File: src/rtl/sd_cmd_sequencer_pkg.sv
// Shared definitions for the SD command-line sequencer: register map,
// response-type encoding, FSM state encoding and error-flag bit positions.
package sd_cmd_sequencer_pkg;

  localparam logic [11:0] ADDR_ARG_LO = 12'h008;
  localparam logic [11:0] ADDR_ARG_HI = 12'h00A;
  localparam logic [11:0] ADDR_CMD    = 12'h00E;

  // Only "no response" changes sequencing; every other encoding waits for a frame.
  localparam logic [1:0] RESP_NONE = 2'b00;

  localparam int ERR_W       = 3;
  localparam int ERR_TIMEOUT = 0;
  localparam int ERR_CRC     = 1;
  localparam int ERR_INDEX   = 2;

  typedef enum logic [2:0] {
    ST_IDLE      = 3'd0,
    ST_ISSUE     = 3'd1,
    ST_WAIT_SENT = 3'd2,
    ST_WAIT_RESP = 3'd3,
    ST_DONE      = 3'd4
  } seq_state_e;

  typedef struct packed {
    logic [5:0] cmd_index;
    logic       idx_chk_en;
    logic       crc_chk_en;
    logic [1:0] resp_type;
  } cmd_cfg_t;

  function automatic logic [ERR_W-1:0] resp_errors(
    input logic       crc_chk_en,
    input logic       idx_chk_en,
    input logic [5:0] cmd_index,
    input logic       crc_err,
    input logic [5:0] resp_index
  );
    logic [ERR_W-1:0] err;
    err            = '0;
    err[ERR_CRC]   = crc_chk_en & crc_err;
    err[ERR_INDEX] = idx_chk_en & (resp_index != cmd_index);
    return err;
  endfunction

endpackage

File: src/rtl/sd_timeout_counter.sv
// Response timeout counter: counts qualified ticks up to TICKS and holds
// there, flagging expiry until cleared.
module sd_timeout_counter #(
  parameter int TICKS = 64
) (
  input  logic CLK,
  input  logic RESET,
  input  logic clear,
  input  logic tick,
  output logic expired
);

  localparam int W = $clog2(TICKS + 1);
  localparam logic [W-1:0] LIMIT = W'(TICKS);

  logic [W-1:0] count;

  always_ff @(posedge CLK) begin
    if (RESET) begin
      count <= '0;
    end else if (clear) begin
      count <= '0;
    end else if (tick && (count != LIMIT)) begin
      count <= count + 1'b1;
    end
  end

  assign expired = (count == LIMIT);

endmodule

File: src/rtl/sd_cmd_sequencer.sv
// SD CMD-line sequencer: register-programmed command issue, PHY handshake,
// response capture with CRC/index checking and card-clock based timeout.
//
// state      | meaning
// IDLE       | no command in flight; registers writable
// ISSUE      | one-cycle phy_start pulse
// WAIT_SENT  | waiting for the PHY to finish shifting the command frame
// WAIT_RESP  | waiting for a response frame or timeout
// DONE       | one-cycle cmd_complete pulse
module sd_cmd_sequencer
  import sd_cmd_sequencer_pkg::*;
#(
  parameter int TIMEOUT_TICKS = 64
) (
  input  logic        CLK,
  input  logic        RESET,
  input  logic [11:0] reg_address,
  input  logic [31:0] reg_wr_data,
  input  logic        reg_wr_en,
  input  logic        card_tick,
  output logic        phy_start,
  output logic [5:0]  phy_cmd_index,
  output logic [31:0] phy_argument,
  output logic [1:0]  phy_resp_type,
  input  logic        phy_sent,
  input  logic        phy_resp_valid,
  input  logic [5:0]  phy_resp_index,
  input  logic [31:0] phy_resp_data,
  input  logic        phy_crc_err,
  output logic        cmd_inhibit,
  output logic        cmd_complete,
  output logic [2:0]  err_status,
  output logic [31:0] resp_reg
);

  seq_state_e state, state_next;

  cmd_cfg_t         cfg_q;
  cmd_cfg_t         cmd_cfg;
  logic [31:0]      arg_q;
  logic [ERR_W-1:0] err_q;
  logic [31:0]      resp_q;

  logic             accept_cmd;
  logic             arg_lo_we;
  logic             arg_hi_we;
  logic             load_resp;
  logic             clr_timer;
  logic [ERR_W-1:0] err_set;
  logic             timer_tick;
  logic             timer_expired;

  // Command-word bits outside the decoded fields are reserved.
  logic unused_wr_bits;
  assign unused_wr_bits = ^{reg_wr_data[31:16], reg_wr_data[7:5], reg_wr_data[2]};

  assign cmd_cfg = {reg_wr_data[13:8], reg_wr_data[4], reg_wr_data[3], reg_wr_data[1:0]};

  always_ff @(posedge CLK) begin
    if (RESET) begin
      state <= ST_IDLE;
    end else begin
      state <= state_next;
    end
  end

  always_comb begin
    state_next   = state;
    accept_cmd   = 1'b0;
    arg_lo_we    = 1'b0;
    arg_hi_we    = 1'b0;
    load_resp    = 1'b0;
    clr_timer    = 1'b0;
    err_set      = '0;
    phy_start    = 1'b0;
    cmd_complete = 1'b0;
    cmd_inhibit  = 1'b1;

    unique case (state)
      ST_IDLE: begin
        cmd_inhibit = 1'b0;
        if (reg_wr_en) begin
          arg_lo_we = (reg_address == ADDR_ARG_LO);
          arg_hi_we = (reg_address == ADDR_ARG_HI);
          if (reg_address == ADDR_CMD) begin
            accept_cmd = 1'b1;
            state_next = ST_ISSUE;
          end
        end
      end
      ST_ISSUE: begin
        phy_start  = 1'b1;
        state_next = ST_WAIT_SENT;
      end
      ST_WAIT_SENT: begin
        if (phy_sent) begin
          if (cfg_q.resp_type == RESP_NONE) begin
            state_next = ST_DONE;
          end else begin
            clr_timer  = 1'b1;
            state_next = ST_WAIT_RESP;
          end
        end
      end
      ST_WAIT_RESP: begin
        // A response landing on the expiry cycle still counts as a response.
        if (phy_resp_valid) begin
          load_resp  = 1'b1;
          err_set    = resp_errors(cfg_q.crc_chk_en, cfg_q.idx_chk_en, cfg_q.cmd_index,
                                   phy_crc_err, phy_resp_index);
          state_next = ST_DONE;
        end else if (timer_expired) begin
          err_set[ERR_TIMEOUT] = 1'b1;
          state_next           = ST_DONE;
        end
      end
      ST_DONE: begin
        cmd_complete = 1'b1;
        state_next   = ST_IDLE;
      end
      default: begin
        state_next = ST_IDLE;
      end
    endcase
  end

  always_ff @(posedge CLK) begin
    if (RESET) begin
      arg_q  <= '0;
      cfg_q  <= '0;
      err_q  <= '0;
      resp_q <= '0;
    end else begin
      if (arg_lo_we) begin
        arg_q[15:0] <= reg_wr_data[15:0];
      end
      if (arg_hi_we) begin
        arg_q[31:16] <= reg_wr_data[15:0];
      end
      if (accept_cmd) begin
        cfg_q <= cmd_cfg;
        err_q <= '0;
      end else begin
        err_q <= err_q | err_set;
      end
      if (load_resp) begin
        resp_q <= phy_resp_data;
      end
    end
  end

  assign timer_tick = card_tick && (state == ST_WAIT_RESP);

  sd_timeout_counter #(
    .TICKS (TIMEOUT_TICKS)
  ) u_timeout (
    .CLK     (CLK),
    .RESET   (RESET),
    .clear   (clr_timer),
    .tick    (timer_tick),
    .expired (timer_expired)
  );

  assign phy_cmd_index = cfg_q.cmd_index;
  assign phy_argument  = arg_q;
  assign phy_resp_type = cfg_q.resp_type;
  assign err_status    = err_q;
  assign resp_reg      = resp_q;

endmodule

File: config.mk
export PLATFORM = sky130hd
export DESIGN_NAME = sd_cmd_sequencer
export DESIGN_NICKNAME = d
export VERILOG_FILES = /design/src/rtl/sd_cmd_sequencer_pkg.sv /design/src/rtl/sd_timeout_counter.sv /design/src/rtl/sd_cmd_sequencer.sv
export SDC_FILE = /design/constraint.sdc
export NUM_CORES = 1
export LEC_CHECK = 0
export ABC_AREA = 1
export CAP_MARGIN = 15
export CORE_ASPECT_RATIO = 0.7
export CORE_MARGIN = 3
export CORE_UTILIZATION = 38
export CTS_CLUSTER_DIAMETER = 200
export DETAILED_ROUTE_END_ITERATION = 7
export PLACE_DENSITY = 0.81
export RECOVER_POWER = 50
export SLEW_MARGIN = 25
export SYNTH_ARGS = -nofsm -noshare
export SYNTH_HDL_FRONTEND = slang
export SYNTH_SLANG_ARGS = --single-unit
File: constraint.sdc
create_clock -name CLK -period 1.2 [get_ports CLK]
set_input_delay 0.36 -clock CLK [delete_from_list [all_inputs] [get_ports CLK]]
set_output_delay 0.36 -clock CLK [all_outputs]
set_load 0.05 [all_outputs]
=== Word-level counts from Yosys, hierarchy flattened ===
Index checks and enable logic that the tools add are counted.

* Output and inout bits: 78
* Input bits: 89
* Flip-flop bits (word level): 87
* Word-level logic and storage cells: 61

* Equal/unequal tests: 14
* Mux-type cells: 26
* $add $sub $neg: 1
* Reduce and logical (&&, ||, !) cells: 7
* Bitwise operators: 3

{| class="wikitable"
|+ Operator list
! operator !! count
|-
| equality test 12 x 4 -> 1 bit (second input constant) || 3
|-
| two-way mux 3 bit || 7
|-
| two-way mux 1 bit || 17
|-
| case mux 3 bit (4 select lines) || 1
|-
| adder 7 x 1 -> 7 bit (second input constant) || 1
|-
| equality test 7 bit (second input constant) || 1
|-
| != test 7 bit (second input constant) || 1
|-
| equality test 3 x 2 -> 1 bit (second input constant) || 2
|-
| != test 2 bit (second input constant) || 3
|-
| != test 6 bit || 1
|-
| AND reduction 4 bit || 1
|-
| OR reduction 2 bit || 2
|-
| equality test 3 x 1 -> 1 bit (second input constant) || 1
|-
| equality test 3 bit (second input constant) || 1
|-
| zero test 3 bit || 1
|-
| != test 3 bit (second input constant) || 1
|-
| bitwise OR 3 bit || 1
|-
| AND 1 bit || 2
|-
| logical AND 1 bit || 2
|-
| zero test 2 bit || 1
|-
| two-way mux 2 bit || 1
|}

=== Depth between registers and ports, before layout ===
* Depth after elaboration: 5
* Depth in mapped cells: 9
* Depth with buffers taken out: 9

=== By module ===
Synthesis repeated with hierarchy kept, for this count alone.

* Cells, all modules: 572
* Area total of the unflattened synthesis: 3848.7 µm²

{| class="wikitable"
|+ By module, submodules not included
! module !! sequential area each (µm²) !! cells each !! area each (µm²) !! instances
|-
| sd_cmd_sequencer || 1601.5 || 513 || 3422.0 || 1
|-
| sd_timeout_counter || 140.1 || 59 || 426.7 || 1
|}

=== Least setup slack after synthesis ===
OpenSTA, ideal clock, no wires.

* Path type: reg2reg
* Start: reg state[0]
* End: reg state[1]
* Path slack: -0.722 ns
* Period minus slack after synthesis: 1.922 ns
* Arrival time: 1.866 ns
* Required time: 1.144 ns
* Path buffers: 0
* Cell stages (with the launch flop): 7
* Library setup time: 0.056 ns
* Path through: dfxtp_1 inv_1 nor3_1 nor2_1 nand3_1 nand2_1 inv_1

* Word-level cells in the longest chain between the ends: 3
* Elaborated cells on any way between the ends: 10
* Those cells by class: eq/ne: 7; mux: 1; reduce/logical: 2

{| class="wikitable"
|+ Ends and longest elaborated chain
! what !! RTL line !! text
|-
| start, declared || sd_cmd_sequencer.sv:36 || <nowiki>seq_state_e state, state_next;</nowiki>
|-
| start signal, assigned || sd_cmd_sequencer.sv:63 || <nowiki>state <= state_next;</nowiki>
|-
| equality test 3 x 2 -> 1 bit or zero test 3 bit (tied branches) || sd_cmd_sequencer.sv:79 || <nowiki>unique case (state)</nowiki>
|-
| != test 3 bit (no line) or != test 2 bit (tied branches) || n/a ||
|-
| AND reduction 4 bit (no line) || n/a ||
|}

Parallel ways exist; a longest one is shown, timed or not.
A chain may end at the register's enable or synchronous reset.

=== Worst setup path in the final report ===
* Start: reg state[2]
* End: reg arg_q[22], in the netlist phy_argument[22]

* Word-level cells in the longest chain between the ends: 2

{| class="wikitable"
|+ Ends and longest elaborated chain
! what !! RTL line !! text
|-
| zero test 3 bit || sd_cmd_sequencer.sv:79 ||
|-
| two-way mux 1 bit || sd_cmd_sequencer.sv:79 ||
|-
| end signal, assigned || sd_cmd_sequencer.sv:138 || <nowiki>arg_q[31:16] <= reg_wr_data[15:0];</nowiki>
|-
| end, declared || sd_cmd_sequencer.sv:40 || <nowiki>logic [31:0] arg_q;</nowiki>
|}

No other way between the ends.

==> metrics.md <==
| Metric | Value |
|---|---|
| Total gr overflow | 0 |
| Finished Layout Cells | 903 |
| Routed len/inst | 22.6 um |
| Cells after Synth | 561 |
| Post-synth EDFFs | 0 |
| Placed instance area | 0.00648 mm^2 |
| Most numerous cell in the Yosys netlist | nand2_1 |
| Net Count, Synth | 652 |
| Critical hold path startpoint | resp_reg[21] |
| Worst Setup SP | state[2] |
| Max cap viols | 0 |
| Layout cell share with drive strength beyond 1 | 60.3% |
| Synth Area in Compound Gates | 6.72% |
| Largest area contributor in the netlist | dfxtp_1 |
| Xor/xnor cell area share of the yosys netlist | 0.927% |
| Least-Margin Pin Slew | 0.300 ns |
| CTS root buffer | clkbuf_16 |
| PD cells | 982 mW/mm^2 |
| Total die area | 0.0112 mm^2 |
| Num Clock Sinks | 87 |
| Post-layout min period | 1.68 ns |
| Final worst slack | -0.482 ns |
| Initial antenna violation count | 0 |
| Post-Route WL | 20400 um |
| # diodes | 0 |
| Buf/Inv on CP | 3 |
| Syn Std Cell Area | 0.00378 mm^2 |
| Nets | 865 |
| Post-synth top area share | 46.1% |
| Failing checks | negative setup slack |
| TritonCTS Buffers | 9 |
| I/O pin total | 167 |
| Largest family of logic cells by synthesized area | simple AND/OR/NAND/NOR gates |
| DRC | 0 |
| Critical R2R Launch | state[2] |
| Critical path data required time | 1.47 ns |
| Starting Density | 40.4% |
| Core Region | 0.00936 mm^2 |
| Die Width | 125 um |
| Final core occ | 90.5% |
| Initial DRT Pass Iterations | 7 |
| Crit Path Max Fanout | 8 |
| Synth top area cells | dfxtp_1 46%, nand2_1 20%, nor2_1 9.6%, a21oi_1 6.4%, inv_1 6.0% |
| Gr usage total | 24.9% |
| Largest net degree at the start of global routing | 33 |
| H-tree depth | 3 |
| Worst-skew pair later-pin latency | 0.35 ns |
| Clock Pin Slew Worst Setup and Hold Paths | 0.07 ns |
| 1st-iter DRT viols | 415 |
| Hold Buf Count CTS | 0 |
| Vias post-DR | 4996 |
| Post-Synth Simple-Gate Area | 34.8% |
| Worst Hold Class | register to register |
| Static leakage | 3.58 nW |
| Final hold vios | 0 |
| Post-route setup TNS | -30.28 ns |
| Netlist cell types | 24 |
| RSZ-0062 raised after global routing | true |
| Num rows | 29 |
| Count of final setup violators | 150 |
| Ys async rst share | 0% |
| Status | complete, but fails checks |
| Worst R2R Setup Slack | -0.48 ns |
| Finished Cell Area | 0.00847 mm^2 |
| Highest clock rate | 595 MHz |
| Vias/cell | 5.53 |
| Max transition margin | 79.9% |
| Most used DFF post-synth | dfxtp_1 |
| Port Buf Inserts | 150 |
| Slowest stage cell, crit path | dfxtp_4 |
| Yosys reg bits | 87 |
| Critical path class | register to register |
| YS warnings | 0 |
| Placed cell count | 842 |
| Leading cell types by count after synthesis | 199 x nand2_1, 97 x nor2_1, 87 x dfxtp_1 |
| Delay-heaviest family, CP | simple AND/OR/NAND/NOR gates |
| Final period util | 140% |
| Die outline height | 89.5 um |
| Mux cell area share after synthesis | 0% |
| Worst vdd ir | 0.940 mV |
| Post-Synth Adder-Cell Area | 0.662% |
| Cells along the critical path | nor3_4 > buf_6 > buf_6 > nand3_4 > clkbuf_16 > nand2_1 > nand2_1 > nor2_1 |
| CTS tree | yes |
| First-pass GRT wire length | 21900 um |
| Startpoint types | register |
| CP peak stage delay | 0.37 ns |
| Worst EP arrival | 1.95 ns |
| Placer congestion estimate | 0.856 |
| Clock Skews | 0.00567 ns |
| Longest Clk Path Bufs | 2 |
| CP Capture Type | register |
| Synth-to-Final Area Change | 124% |
| Seq/Total Area, Yosys | 46.1% |
| Final Max Tran Viols | 0 |
| Detailed Place HPWL | 9140 um |
| Post-DRT Antenna Nets | 0 |
| Syn Area/Cell | 6.74 um^2 |
| Vias in the first global route | 4473 |
| Pre-CTS WS | -0.652 ns |
-- layer usage --
metal / up-vias / GRT usage (%) / routed length (um)
li1: 2136 / - / -
met1: 2396 / 28.0 / 7450
met2: 366 / 45.0 / 10200
met3: 98 / 8.30 / 1760
met4: 0 / 8.86 / 1010
met5: - / 0 / 0
-- what timing repair did --
item / CTS / global route
pin swaps: 15 / 60
buffers inserted: 13 / 21
endpoints found under the setup margin: 165 / 165
gates resized for setup: 118 / 292
cloned: 6 / 8
-- cell usage in the layout, fill, tap and decap left out, drive strengths merged --
cell type	Yosys	routed
nor3b	2	2
nand4	6	6
dfxtp	87	87
clkinv	0	3
nor2	101	101
dlymetal6s2s	0	1
nand3	11	13
xnor2	1	1
clkbuf	12	17
nor3	6	6
o211ai	1	1
xor2	3	3
inv	62	61
clkinvlp	0	4
dlygate4sd2	0	12
a31oi	1	1
ha	2	2
clkdlybuf4s50	0	59
buf	18	151
a21oi	48	48
nand2	200	200
-- final cells by class --
class                      count  area, um^2
inverter                      62         259
clock buffer                  10         239
timing repair buffer         230        3260
sequential                    87        1910
clock inverter                 6        45.0
fill                         350         887
tap                          124         155
multi-input combinational    384        2610
-- kinds of logic after synthesis --
group | count (synthesis)
DFF | 87
AOI/OAI and AO/OA | 50
xor gates and xnor gates | 4
and+or+nand+nor | 326
adders and majority gates | 2
buffers and inverters | 92
-- metrics by stage --
step,total power [mW],hold slack (ns)
final,8.32,0.486
after global routing,8.53,0.501
after CTS,7.63,0.469
after detailed placement,4.65,0.475
after global placement,4.60,0.468
after floorplan,3.83,0.440
-- where the power goes --
group | total, mW | switching (mW) | internal (mW)
clock network | 2.73 | 1.26 | 1.47
logic | 2.58 | 1.31 | 1.27
registers | 3.01 | 0.0989 | 2.91
total | 8.32 | 2.67 | 5.65
-- worst reg2reg max path: stages (launching register included) --
cell and delay [ns]:
dfxtp_4 0.37, nor3_4 0.26, buf_6 0.16, buf_6 0.10, nand3_4 0.16, clkbuf_16 0.25
nand2_1 0.10, nand2_1 0.07, nor2_1 0.13
-- path summary, 6_finish.rpt --
path / depth (start not counted) / end
max: 8 / phy_argument[22]
min: 2 / resp_reg[21]
max reg2reg: 8 / phy_argument[22]
min reg2reg: 2 / resp_reg[21]
No activity file was read; power rests on OpenSTA's default activity.
